File: src/rtl/alu_reservation_station_if.sv
// Bundles the dispatch bus, CDB broadcast, flush and issue port of the ALU reservation station.
// RS_CDB_DUAL_EN adds the second CDB (cdb1_*).
interface alu_reservation_station_if #(
  parameter int PHY_W = 8,
  parameter int IDX_W = 3
);
  logic             add_rs_on;
  logic [31:0]      in_operand1;
  logic [31:0]      in_operand2;
  logic [PHY_W-1:0] in_Operand1_phy;
  logic [PHY_W-1:0] in_Operand2_phy;
  logic [1:0]       in_valid;
  logic [PHY_W-1:0] in_rd_phy_reg;
  logic [2:0]       in_func3;
  logic [31:0]      in_pc;
  logic [31:0]      in_immediate;
  logic [31:0]      in_inst_num;
  logic [8:0]       in_ctrl;
  logic             cdb_valid;
  logic [PHY_W-1:0] cdb_phy;
  logic [31:0]      cdb_value;
`ifdef RS_CDB_DUAL_EN
  logic             cdb1_valid;
  logic [PHY_W-1:0] cdb1_phy;
  logic [31:0]      cdb1_value;
`endif
  logic             flush;
  logic [31:0]      flush_inst_num;
  logic             rs_full;
  logic [IDX_W:0]   rs_count;
  logic             issue_valid;
  logic             issue_ready;
  logic [31:0]      issue_operand1;
  logic [31:0]      issue_operand2;
  logic [PHY_W-1:0] issue_rd_phy_reg;
  logic [2:0]       issue_func3;
  logic [31:0]      issue_pc;
  logic [31:0]      issue_immediate;
  logic [31:0]      issue_inst_num;
  logic [8:0]       issue_ctrl;

  modport slave (
`ifdef RS_CDB_DUAL_EN
    input  cdb1_valid, cdb1_phy, cdb1_value,
`endif
    input  add_rs_on, in_operand1, in_operand2, in_Operand1_phy, in_Operand2_phy, in_valid,
           in_rd_phy_reg, in_func3, in_pc, in_immediate, in_inst_num, in_ctrl,
           cdb_valid, cdb_phy, cdb_value, flush, flush_inst_num, issue_ready,
    output rs_full, rs_count, issue_valid, issue_operand1, issue_operand2, issue_rd_phy_reg,
           issue_func3, issue_pc, issue_immediate, issue_inst_num, issue_ctrl
  );

  modport master (
`ifdef RS_CDB_DUAL_EN
    output cdb1_valid, cdb1_phy, cdb1_value,
`endif
    output add_rs_on, in_operand1, in_operand2, in_Operand1_phy, in_Operand2_phy, in_valid,
           in_rd_phy_reg, in_func3, in_pc, in_immediate, in_inst_num, in_ctrl,
           cdb_valid, cdb_phy, cdb_value, flush, flush_inst_num, issue_ready,
    input  rs_full, rs_count, issue_valid, issue_operand1, issue_operand2, issue_rd_phy_reg,
           issue_func3, issue_pc, issue_immediate, issue_inst_num, issue_ctrl
  );
endinterface

File: src/rtl/alu_reservation_station.sv
// ALU-path reservation station: buffers micro-ops, wakes operands from the CDB and issues the
// oldest ready entry through a registered valid/ready port. RS_CDB_DUAL_EN enables a second CDB.
module alu_reservation_station #(
  parameter int DEPTH = 8,
  parameter int IDX_W = 3,
  parameter int PHY_W = 8
) (
  input logic                      clk,
  input logic                      reset,
  alu_reservation_station_if.slave rs
);
  typedef struct packed {
    logic [31:0]      operand1;
    logic [31:0]      operand2;
    logic [PHY_W-1:0] rd;
    logic [2:0]       func3;
    logic [31:0]      pc;
    logic [31:0]      immediate;
    logic [31:0]      inst_num;
    logic [8:0]       ctrl;
  } payload_t;

  typedef struct packed {
    payload_t         p;
    logic [PHY_W-1:0] tag1;
    logic [PHY_W-1:0] tag2;
    logic             rdy1;
    logic             rdy2;
  } entry_t;

  entry_t           ent_q [DEPTH];
  logic [DEPTH-1:0] vld_q;
  payload_t         iss_q;
  logic             iss_vld_q;
  logic [IDX_W:0]   cnt_q;

  logic             c1_valid;
  logic [PHY_W-1:0] c1_phy;
  logic [31:0]      c1_value;
`ifdef RS_CDB_DUAL_EN
  assign c1_valid = rs.cdb1_valid;
  assign c1_phy   = rs.cdb1_phy;
  assign c1_value = rs.cdb1_value;
`else
  assign c1_valid = 1'b0;
  assign c1_phy   = '0;
  assign c1_value = '0;
`endif

  // {hit, value}; the second bus is checked last so it wins a double match
  function automatic logic [32:0] cdb_match(
    input logic [PHY_W-1:0] tag,
    input logic v0, input logic [PHY_W-1:0] p0, input logic [31:0] x0,
    input logic v1, input logic [PHY_W-1:0] p1, input logic [31:0] x1
  );
    logic [32:0] r;
    r = '0;
    if (v0 && p0 == tag) r = {1'b1, x0};
    if (v1 && p1 == tag) r = {1'b1, x1};
    return r;
  endfunction

  logic [32:0]    wk1 [DEPTH];
  logic [32:0]    wk2 [DEPTH];
  logic [32:0]    bp1, bp2;
  logic           free_hit, sel_hit, accept, load;
  logic [IDX_W-1:0] free_idx, sel_idx;
  logic [31:0]    sel_inst;
  logic [IDX_W:0] survivors;
  entry_t         new_ent;

  always_comb begin
    free_hit  = 1'b0;
    free_idx  = '0;
    sel_hit   = 1'b0;
    sel_idx   = '0;
    sel_inst  = '0;
    survivors = '0;
    for (int i = DEPTH - 1; i >= 0; i--) begin
      if (!vld_q[i]) begin
        free_hit = 1'b1;
        free_idx = IDX_W'(i);
      end
    end
    // strict compare while scanning upward keeps the lower index on a tie
    for (int i = 0; i < DEPTH; i++) begin
      if (vld_q[i] && ent_q[i].rdy1 && ent_q[i].rdy2 && (!sel_hit || ent_q[i].p.inst_num < sel_inst)) begin
        sel_hit  = 1'b1;
        sel_idx  = IDX_W'(i);
        sel_inst = ent_q[i].p.inst_num;
      end
      if (vld_q[i] && ent_q[i].p.inst_num <= rs.flush_inst_num)
        survivors = survivors + (IDX_W+1)'(1);
      wk1[i] = cdb_match(ent_q[i].tag1, rs.cdb_valid, rs.cdb_phy, rs.cdb_value, c1_valid, c1_phy, c1_value);
      wk2[i] = cdb_match(ent_q[i].tag2, rs.cdb_valid, rs.cdb_phy, rs.cdb_value, c1_valid, c1_phy, c1_value);
    end
    bp1 = cdb_match(rs.in_Operand1_phy, rs.cdb_valid, rs.cdb_phy, rs.cdb_value, c1_valid, c1_phy, c1_value);
    bp2 = cdb_match(rs.in_Operand2_phy, rs.cdb_valid, rs.cdb_phy, rs.cdb_value, c1_valid, c1_phy, c1_value);
    accept = rs.add_rs_on && !rs.rs_full && !rs.flush && free_hit;
    load   = !rs.flush && (!iss_vld_q || rs.issue_ready);

    new_ent             = '0;
    new_ent.p.operand1  = (rs.in_valid[0] || !bp1[32]) ? rs.in_operand1 : bp1[31:0];
    new_ent.p.operand2  = (rs.in_valid[1] || !bp2[32]) ? rs.in_operand2 : bp2[31:0];
    new_ent.p.rd        = rs.in_rd_phy_reg;
    new_ent.p.func3     = rs.in_func3;
    new_ent.p.pc        = rs.in_pc;
    new_ent.p.immediate = rs.in_immediate;
    new_ent.p.inst_num  = rs.in_inst_num;
    new_ent.p.ctrl      = rs.in_ctrl;
    new_ent.tag1        = rs.in_Operand1_phy;
    new_ent.tag2        = rs.in_Operand2_phy;
    new_ent.rdy1        = rs.in_valid[0] | bp1[32];
    new_ent.rdy2        = rs.in_valid[1] | bp2[32];
  end

  always_ff @(posedge clk or negedge reset) begin
    if (!reset) begin
      vld_q     <= '0;
      iss_vld_q <= 1'b0;
      iss_q     <= '0;
      cnt_q     <= '0;
      for (int i = 0; i < DEPTH; i++) ent_q[i] <= '0;
    end else begin
      for (int i = 0; i < DEPTH; i++) begin
        if (vld_q[i] && !ent_q[i].rdy1 && wk1[i][32]) begin
          ent_q[i].p.operand1 <= wk1[i][31:0];
          ent_q[i].rdy1       <= 1'b1;
        end
        if (vld_q[i] && !ent_q[i].rdy2 && wk2[i][32]) begin
          ent_q[i].p.operand2 <= wk2[i][31:0];
          ent_q[i].rdy2       <= 1'b1;
        end
        if (rs.flush && ent_q[i].p.inst_num > rs.flush_inst_num) vld_q[i] <= 1'b0;
      end
      if (load && sel_hit) vld_q[sel_idx] <= 1'b0;
      if (accept) begin
        vld_q[free_idx] <= 1'b1;
        ent_q[free_idx] <= new_ent;
      end

      if (rs.flush) begin
        if (iss_q.inst_num > rs.flush_inst_num) iss_vld_q <= 1'b0;
      end else if (load) begin
        iss_vld_q <= sel_hit;
        if (sel_hit) iss_q <= ent_q[sel_idx].p;
      end

      if (rs.flush) cnt_q <= survivors;
      else          cnt_q <= cnt_q + (IDX_W+1)'(accept) - (IDX_W+1)'(load && sel_hit);
    end
  end

  assign rs.rs_count         = cnt_q;
  assign rs.rs_full          = (cnt_q == (IDX_W+1)'(DEPTH));
  assign rs.issue_valid      = iss_vld_q;
  assign rs.issue_operand1   = iss_q.operand1;
  assign rs.issue_operand2   = iss_q.operand2;
  assign rs.issue_rd_phy_reg = iss_q.rd;
  assign rs.issue_func3      = iss_q.func3;
  assign rs.issue_pc         = iss_q.pc;
  assign rs.issue_immediate  = iss_q.immediate;
  assign rs.issue_inst_num   = iss_q.inst_num;
  assign rs.issue_ctrl       = iss_q.ctrl;
endmodule

File: src/flat_wrapper.sv
// flat-port wrapper written by rule: the top's interface ports become plain ports
module alu_reservation_station_flat 
#(
  parameter int DEPTH = 8,
  parameter int IDX_W = 3,
  parameter int PHY_W = 8
)
  (clk, reset, rs_add_rs_on, rs_in_operand1, rs_in_operand2, rs_in_Operand1_phy, rs_in_Operand2_phy, rs_in_valid, rs_in_rd_phy_reg, rs_in_func3, rs_in_pc, rs_in_immediate, rs_in_inst_num, rs_in_ctrl, rs_cdb_valid, rs_cdb_phy, rs_cdb_value, rs_flush, rs_flush_inst_num, rs_issue_ready, rs_rs_full, rs_rs_count, rs_issue_valid, rs_issue_operand1, rs_issue_operand2, rs_issue_rd_phy_reg, rs_issue_func3, rs_issue_pc, rs_issue_immediate, rs_issue_inst_num, rs_issue_ctrl);
  alu_reservation_station_if #(.PHY_W(PHY_W), .IDX_W(IDX_W)) rs_i ();
  input logic clk;
  input logic reset;
  input wire logic [$bits(rs_i.add_rs_on)-1:0] rs_add_rs_on;
  input wire logic [$bits(rs_i.in_operand1)-1:0] rs_in_operand1;
  input wire logic [$bits(rs_i.in_operand2)-1:0] rs_in_operand2;
  input wire logic [$bits(rs_i.in_Operand1_phy)-1:0] rs_in_Operand1_phy;
  input wire logic [$bits(rs_i.in_Operand2_phy)-1:0] rs_in_Operand2_phy;
  input wire logic [$bits(rs_i.in_valid)-1:0] rs_in_valid;
  input wire logic [$bits(rs_i.in_rd_phy_reg)-1:0] rs_in_rd_phy_reg;
  input wire logic [$bits(rs_i.in_func3)-1:0] rs_in_func3;
  input wire logic [$bits(rs_i.in_pc)-1:0] rs_in_pc;
  input wire logic [$bits(rs_i.in_immediate)-1:0] rs_in_immediate;
  input wire logic [$bits(rs_i.in_inst_num)-1:0] rs_in_inst_num;
  input wire logic [$bits(rs_i.in_ctrl)-1:0] rs_in_ctrl;
  input wire logic [$bits(rs_i.cdb_valid)-1:0] rs_cdb_valid;
  input wire logic [$bits(rs_i.cdb_phy)-1:0] rs_cdb_phy;
  input wire logic [$bits(rs_i.cdb_value)-1:0] rs_cdb_value;
  input wire logic [$bits(rs_i.flush)-1:0] rs_flush;
  input wire logic [$bits(rs_i.flush_inst_num)-1:0] rs_flush_inst_num;
  input wire logic [$bits(rs_i.issue_ready)-1:0] rs_issue_ready;
  output wire logic [$bits(rs_i.rs_full)-1:0] rs_rs_full;
  output wire logic [$bits(rs_i.rs_count)-1:0] rs_rs_count;
  output wire logic [$bits(rs_i.issue_valid)-1:0] rs_issue_valid;
  output wire logic [$bits(rs_i.issue_operand1)-1:0] rs_issue_operand1;
  output wire logic [$bits(rs_i.issue_operand2)-1:0] rs_issue_operand2;
  output wire logic [$bits(rs_i.issue_rd_phy_reg)-1:0] rs_issue_rd_phy_reg;
  output wire logic [$bits(rs_i.issue_func3)-1:0] rs_issue_func3;
  output wire logic [$bits(rs_i.issue_pc)-1:0] rs_issue_pc;
  output wire logic [$bits(rs_i.issue_immediate)-1:0] rs_issue_immediate;
  output wire logic [$bits(rs_i.issue_inst_num)-1:0] rs_issue_inst_num;
  output wire logic [$bits(rs_i.issue_ctrl)-1:0] rs_issue_ctrl;
  assign rs_i.add_rs_on = rs_add_rs_on;
  assign rs_i.in_operand1 = rs_in_operand1;
  assign rs_i.in_operand2 = rs_in_operand2;
  assign rs_i.in_Operand1_phy = rs_in_Operand1_phy;
  assign rs_i.in_Operand2_phy = rs_in_Operand2_phy;
  assign rs_i.in_valid = rs_in_valid;
  assign rs_i.in_rd_phy_reg = rs_in_rd_phy_reg;
  assign rs_i.in_func3 = rs_in_func3;
  assign rs_i.in_pc = rs_in_pc;
  assign rs_i.in_immediate = rs_in_immediate;
  assign rs_i.in_inst_num = rs_in_inst_num;
  assign rs_i.in_ctrl = rs_in_ctrl;
  assign rs_i.cdb_valid = rs_cdb_valid;
  assign rs_i.cdb_phy = rs_cdb_phy;
  assign rs_i.cdb_value = rs_cdb_value;
  assign rs_i.flush = rs_flush;
  assign rs_i.flush_inst_num = rs_flush_inst_num;
  assign rs_i.issue_ready = rs_issue_ready;
  assign rs_rs_full = rs_i.rs_full;
  assign rs_rs_count = rs_i.rs_count;
  assign rs_issue_valid = rs_i.issue_valid;
  assign rs_issue_operand1 = rs_i.issue_operand1;
  assign rs_issue_operand2 = rs_i.issue_operand2;
  assign rs_issue_rd_phy_reg = rs_i.issue_rd_phy_reg;
  assign rs_issue_func3 = rs_i.issue_func3;
  assign rs_issue_pc = rs_i.issue_pc;
  assign rs_issue_immediate = rs_i.issue_immediate;
  assign rs_issue_inst_num = rs_i.issue_inst_num;
  assign rs_issue_ctrl = rs_i.issue_ctrl;
  alu_reservation_station #(.DEPTH(DEPTH), .IDX_W(IDX_W), .PHY_W(PHY_W)) u_core (.clk(clk), .reset(reset), .rs(rs_i));
endmodule
File: config.mk
export PLATFORM = sky130hd
export DESIGN_NAME = alu_reservation_station_flat
export DESIGN_NICKNAME = d
export VERILOG_FILES = /design/src/rtl/alu_reservation_station_if.sv /design/src/rtl/alu_reservation_station.sv /design/src/flat_wrapper.sv
export SDC_FILE = /design/constraint.sdc
export NUM_CORES = 2
export LEC_CHECK = 0
export CAP_MARGIN = 20
export CORE_ASPECT_RATIO = 2
export CORE_MARGIN = 1
export CORE_UTILIZATION = 50
export DETAILED_ROUTE_END_ITERATION = 16
export GPL_TIMING_DRIVEN = 0
export PLACE_DENSITY_LB_ADDON = 0.05
export SLEW_MARGIN = 20
export SYNTH_ARGS = -nofsm -noshare
export SYNTH_HDL_FRONTEND = slang
export SYNTH_SLANG_ARGS = --single-unit
File: constraint.sdc
create_clock -name clk -period 18 [get_ports clk]
set_input_delay 1.8 -clock clk [delete_from_list [all_inputs] [get_ports clk]]
set_output_delay 1.8 -clock clk [all_outputs]
set_load 0.02 [all_outputs]
==> reports/metrics.yaml <==
yosys_warnings: 0
die_area_mm2: 0.200
synthCells: 9200
vias_per_cell: 6.32
final.period_utilization_pct: 106
clockBufferDepth: 4
wl_per_cell_um: 32.7
met2_length_um: 199000
synth_edf_count: 0
antenna_found_initial: 53
core_mm2: 0.196
start_util_pct: 50.4
cts.reportedPaths.clkPinSlew_ns: 0.07
ys_ff_latch: 1777
io_pins: 462
arrival_ns: 19.75
crit_slowest_cell: "a2111oi_4"
dp.final_hpwl_um: 299000
grt_max_degree: 151
track_usage_pct: 40.2
wl_met3_um: 27900
setup_violations: 188
row_count: 230
chipHeight_um: 631
p_leak_nw: 55.1
drive_gt1_share_pct: 22.3
cp_max_fo: 10
async_flop_share_pct: 100
synth-simple-area-share_pct: 8.84
num_vias: 80661
worstSkewPairLatency_ns: 0.89
reg2reg_slack_ns: -1.06
htree_num_levels: 4
top_layer_used: "met5"
ys.flop_type: "dfrtp_1"
slew_headroom_pct: 14.4
rr_endpoint: "u_core.rs.issue_operand2[16]"
placed_area_mm2: 0.107
synthAdderAreaFrac_pct: 6.56
grt_pass1_wl_um: 576000
fin_nets: 10838
ys_seq_area_share_pct: 45.0
cts_buffers: 177
fmax_ghz: 0.0525
synth.area.mux_share_pct: 25.1
finalHoldViolCount: 0
timing.rr.start: "u_core.ent_q[1387]"
crit_start: "u_core.ent_q[1387]"
totalWireLength_um: 417000
violations: "setup timing"
die_w_um: 316
synth_top_family_by_area: "multiplexers"
grt_overflow_total: 0
hold_buffers: 0
drc: 0
drt-met1-wl_um: 144000
synth-xor-area-share_pct: 1.41
design_area_mm2: 0.120
globalplace.congestion: 1.02
dp_slack_ns: -11.31
cpPeakStageDelay_ns: 0.62
yosys-top-cells-count: "dfrtp_1 (1777), nand2_1 (1416), mux2_2 (1150)"
clock_skew_ns: 0.0963
fin_crit_ns: 19.06
power.density_mw_per_mm2: 162
syn2layout_area_growth_pct: 21.7
grt_pass1_vias: 81940
startpoint_type: "flip-flop"
status: "complete, but fails checks"
avgSynthCellArea_um2: 10.7
path_class: "flip-flop to flip-flop"
synth_top_area_share_pct: 45.0
tightest_slew_ns: 1.28
firstDrtPassIters: 6
vdd_drop_max_mv: 0.108
dp.cells: 12192
cts_tree: "yes"
first_iter_violations: 6724
cts_root_buf: "clkbuf_16"
synth.distinct_cells: 79
hold_class: "flip-flop to flip-flop"
crit_family: "compound AO/OA/AOI/OAI gates"
yosysTopAreaCell: "dfrtp_1"
io_buffers: 403
reg2regPathDepth: 102
p_total_mw: 19.5
synth-compound-area-share_pct: 9.66
crit_required_ns: 18.69
hold_ws_ns: 0.475
whs_path_depth: 2
synth.most_common_cell: "dfrtp_1"
max_cap_violations: 0
synth_fp_nets: 9994
setup_slack_ns: -1.06
path_common_cell: "a21o_1"
ant_nets: 0
crit_path_end_kind: "flip-flop"
final_max_slew_viol_count: 0
cp_num_buf_inv: 28
cts.sinks: 1777
synthTopCellsByArea: "dfrtp_1 (45%), mux2_2 (13%), mux2i_1 (12%), ha_1 (6.5%), nand2_1 (5.4%)"
layout.cells.non_filler: 12761
syn_area_mm2: 0.0989
rsz0062_at_grt: "yes"
cells in the final DEF, fill, tap and decap left out, types with 61 or more instances in the layout:
cell and n:
clkbuf_1 372, a21oi_1 172, mux2_2 1131, o221a_1 176, o21ai_1 182, clkdlybuf4s50_1 402
buf_4 152, xnor2_1 125, nor2_1 266, clkbuf_16 236, ha_1 478, a21o_1 101
a31oi_1 136, inv_1 177, nand2_1 1396, dfrtp_1 1775, buf_12 101, mux2i_1 1076
o21ai_0 496, buf_1 61, nand4_1 149
cell families after synthesis:
group | Yosys count
compound gates | 1505
flops | 1777
simple gates | 2079
xor+xnor | 158
buf+inv | 828
fa+ha+maj | 518
mux | 2335
tightest hold or removal path, cell delays in order, from the launching register on:
cell	delay, ns
dfrtp_1	0.34
nand2_1	0.05
nand2_1	0.05
through the flow:
| step | util (%) | TNS (ns) |
|---|---|---|
| finish | 61.3 | -181.36 |
| global placement | 54.1 | - |
| global route | 61.3 | -231.29 |
| detailed placement | 54.5 | -2029.11 |
| floorplan | - | 0 |
| CTS | 59.6 | -63.65 |
how the worst max path moves through the flow:
stage | endpoint | slack, ns | cells past startpoint
floorplan | u_core.rs.issue_pc[8] | 0.34 | 96
global placement | u_core.ent_q[1137] | -66.85 | 1
detailed placement | u_core.rs.issue_inst_num[15] | -11.31 | 94
CTS | u_core.rs.issue_operand2[8] | -0.44 | 99
global route | u_core.rs.issue_inst_num[5] | -1.34 | 103
finish | u_core.rs.issue_operand2[16] | -1.06 | 102
layer usage:
layer	track usage [%]	vias up
met4	35.2	26
met1	43.6	40566
li1	-	34540
met2	66.8	3881
met5	0	-
met3	7.46	1648
power by group:
part           switching (mW)  leakage (nW)  internal [mW]
sequential               1.00          23.4           5.14
clock                    1.70          2.83           2.13
combinational            5.17          28.9           4.39
layout make-up:
cell class / instances / area [um^2]
inverters: 191 / 719
fillers: 16363 / 75900
flip-flops and latches: 1777 / 44500
clock buffers: 263 / 5270
repair buffers: 672 / 7980
diodes: 36 / 90.1
plain buffers: 630 / 4700
clock inverters: 45 / 453
multi-input cells: 6595 / 53500
well taps: 2552 / 3190
timing repair:
action	in CTS	in global routing
pin swaps	84	155
cloned	12	42
gates resized for setup	758	392
setup buffers	105	73
setup endpoints to repair	188	188
endpoints found under the hold margin	0	0
(Power assumes the default switching activity.)
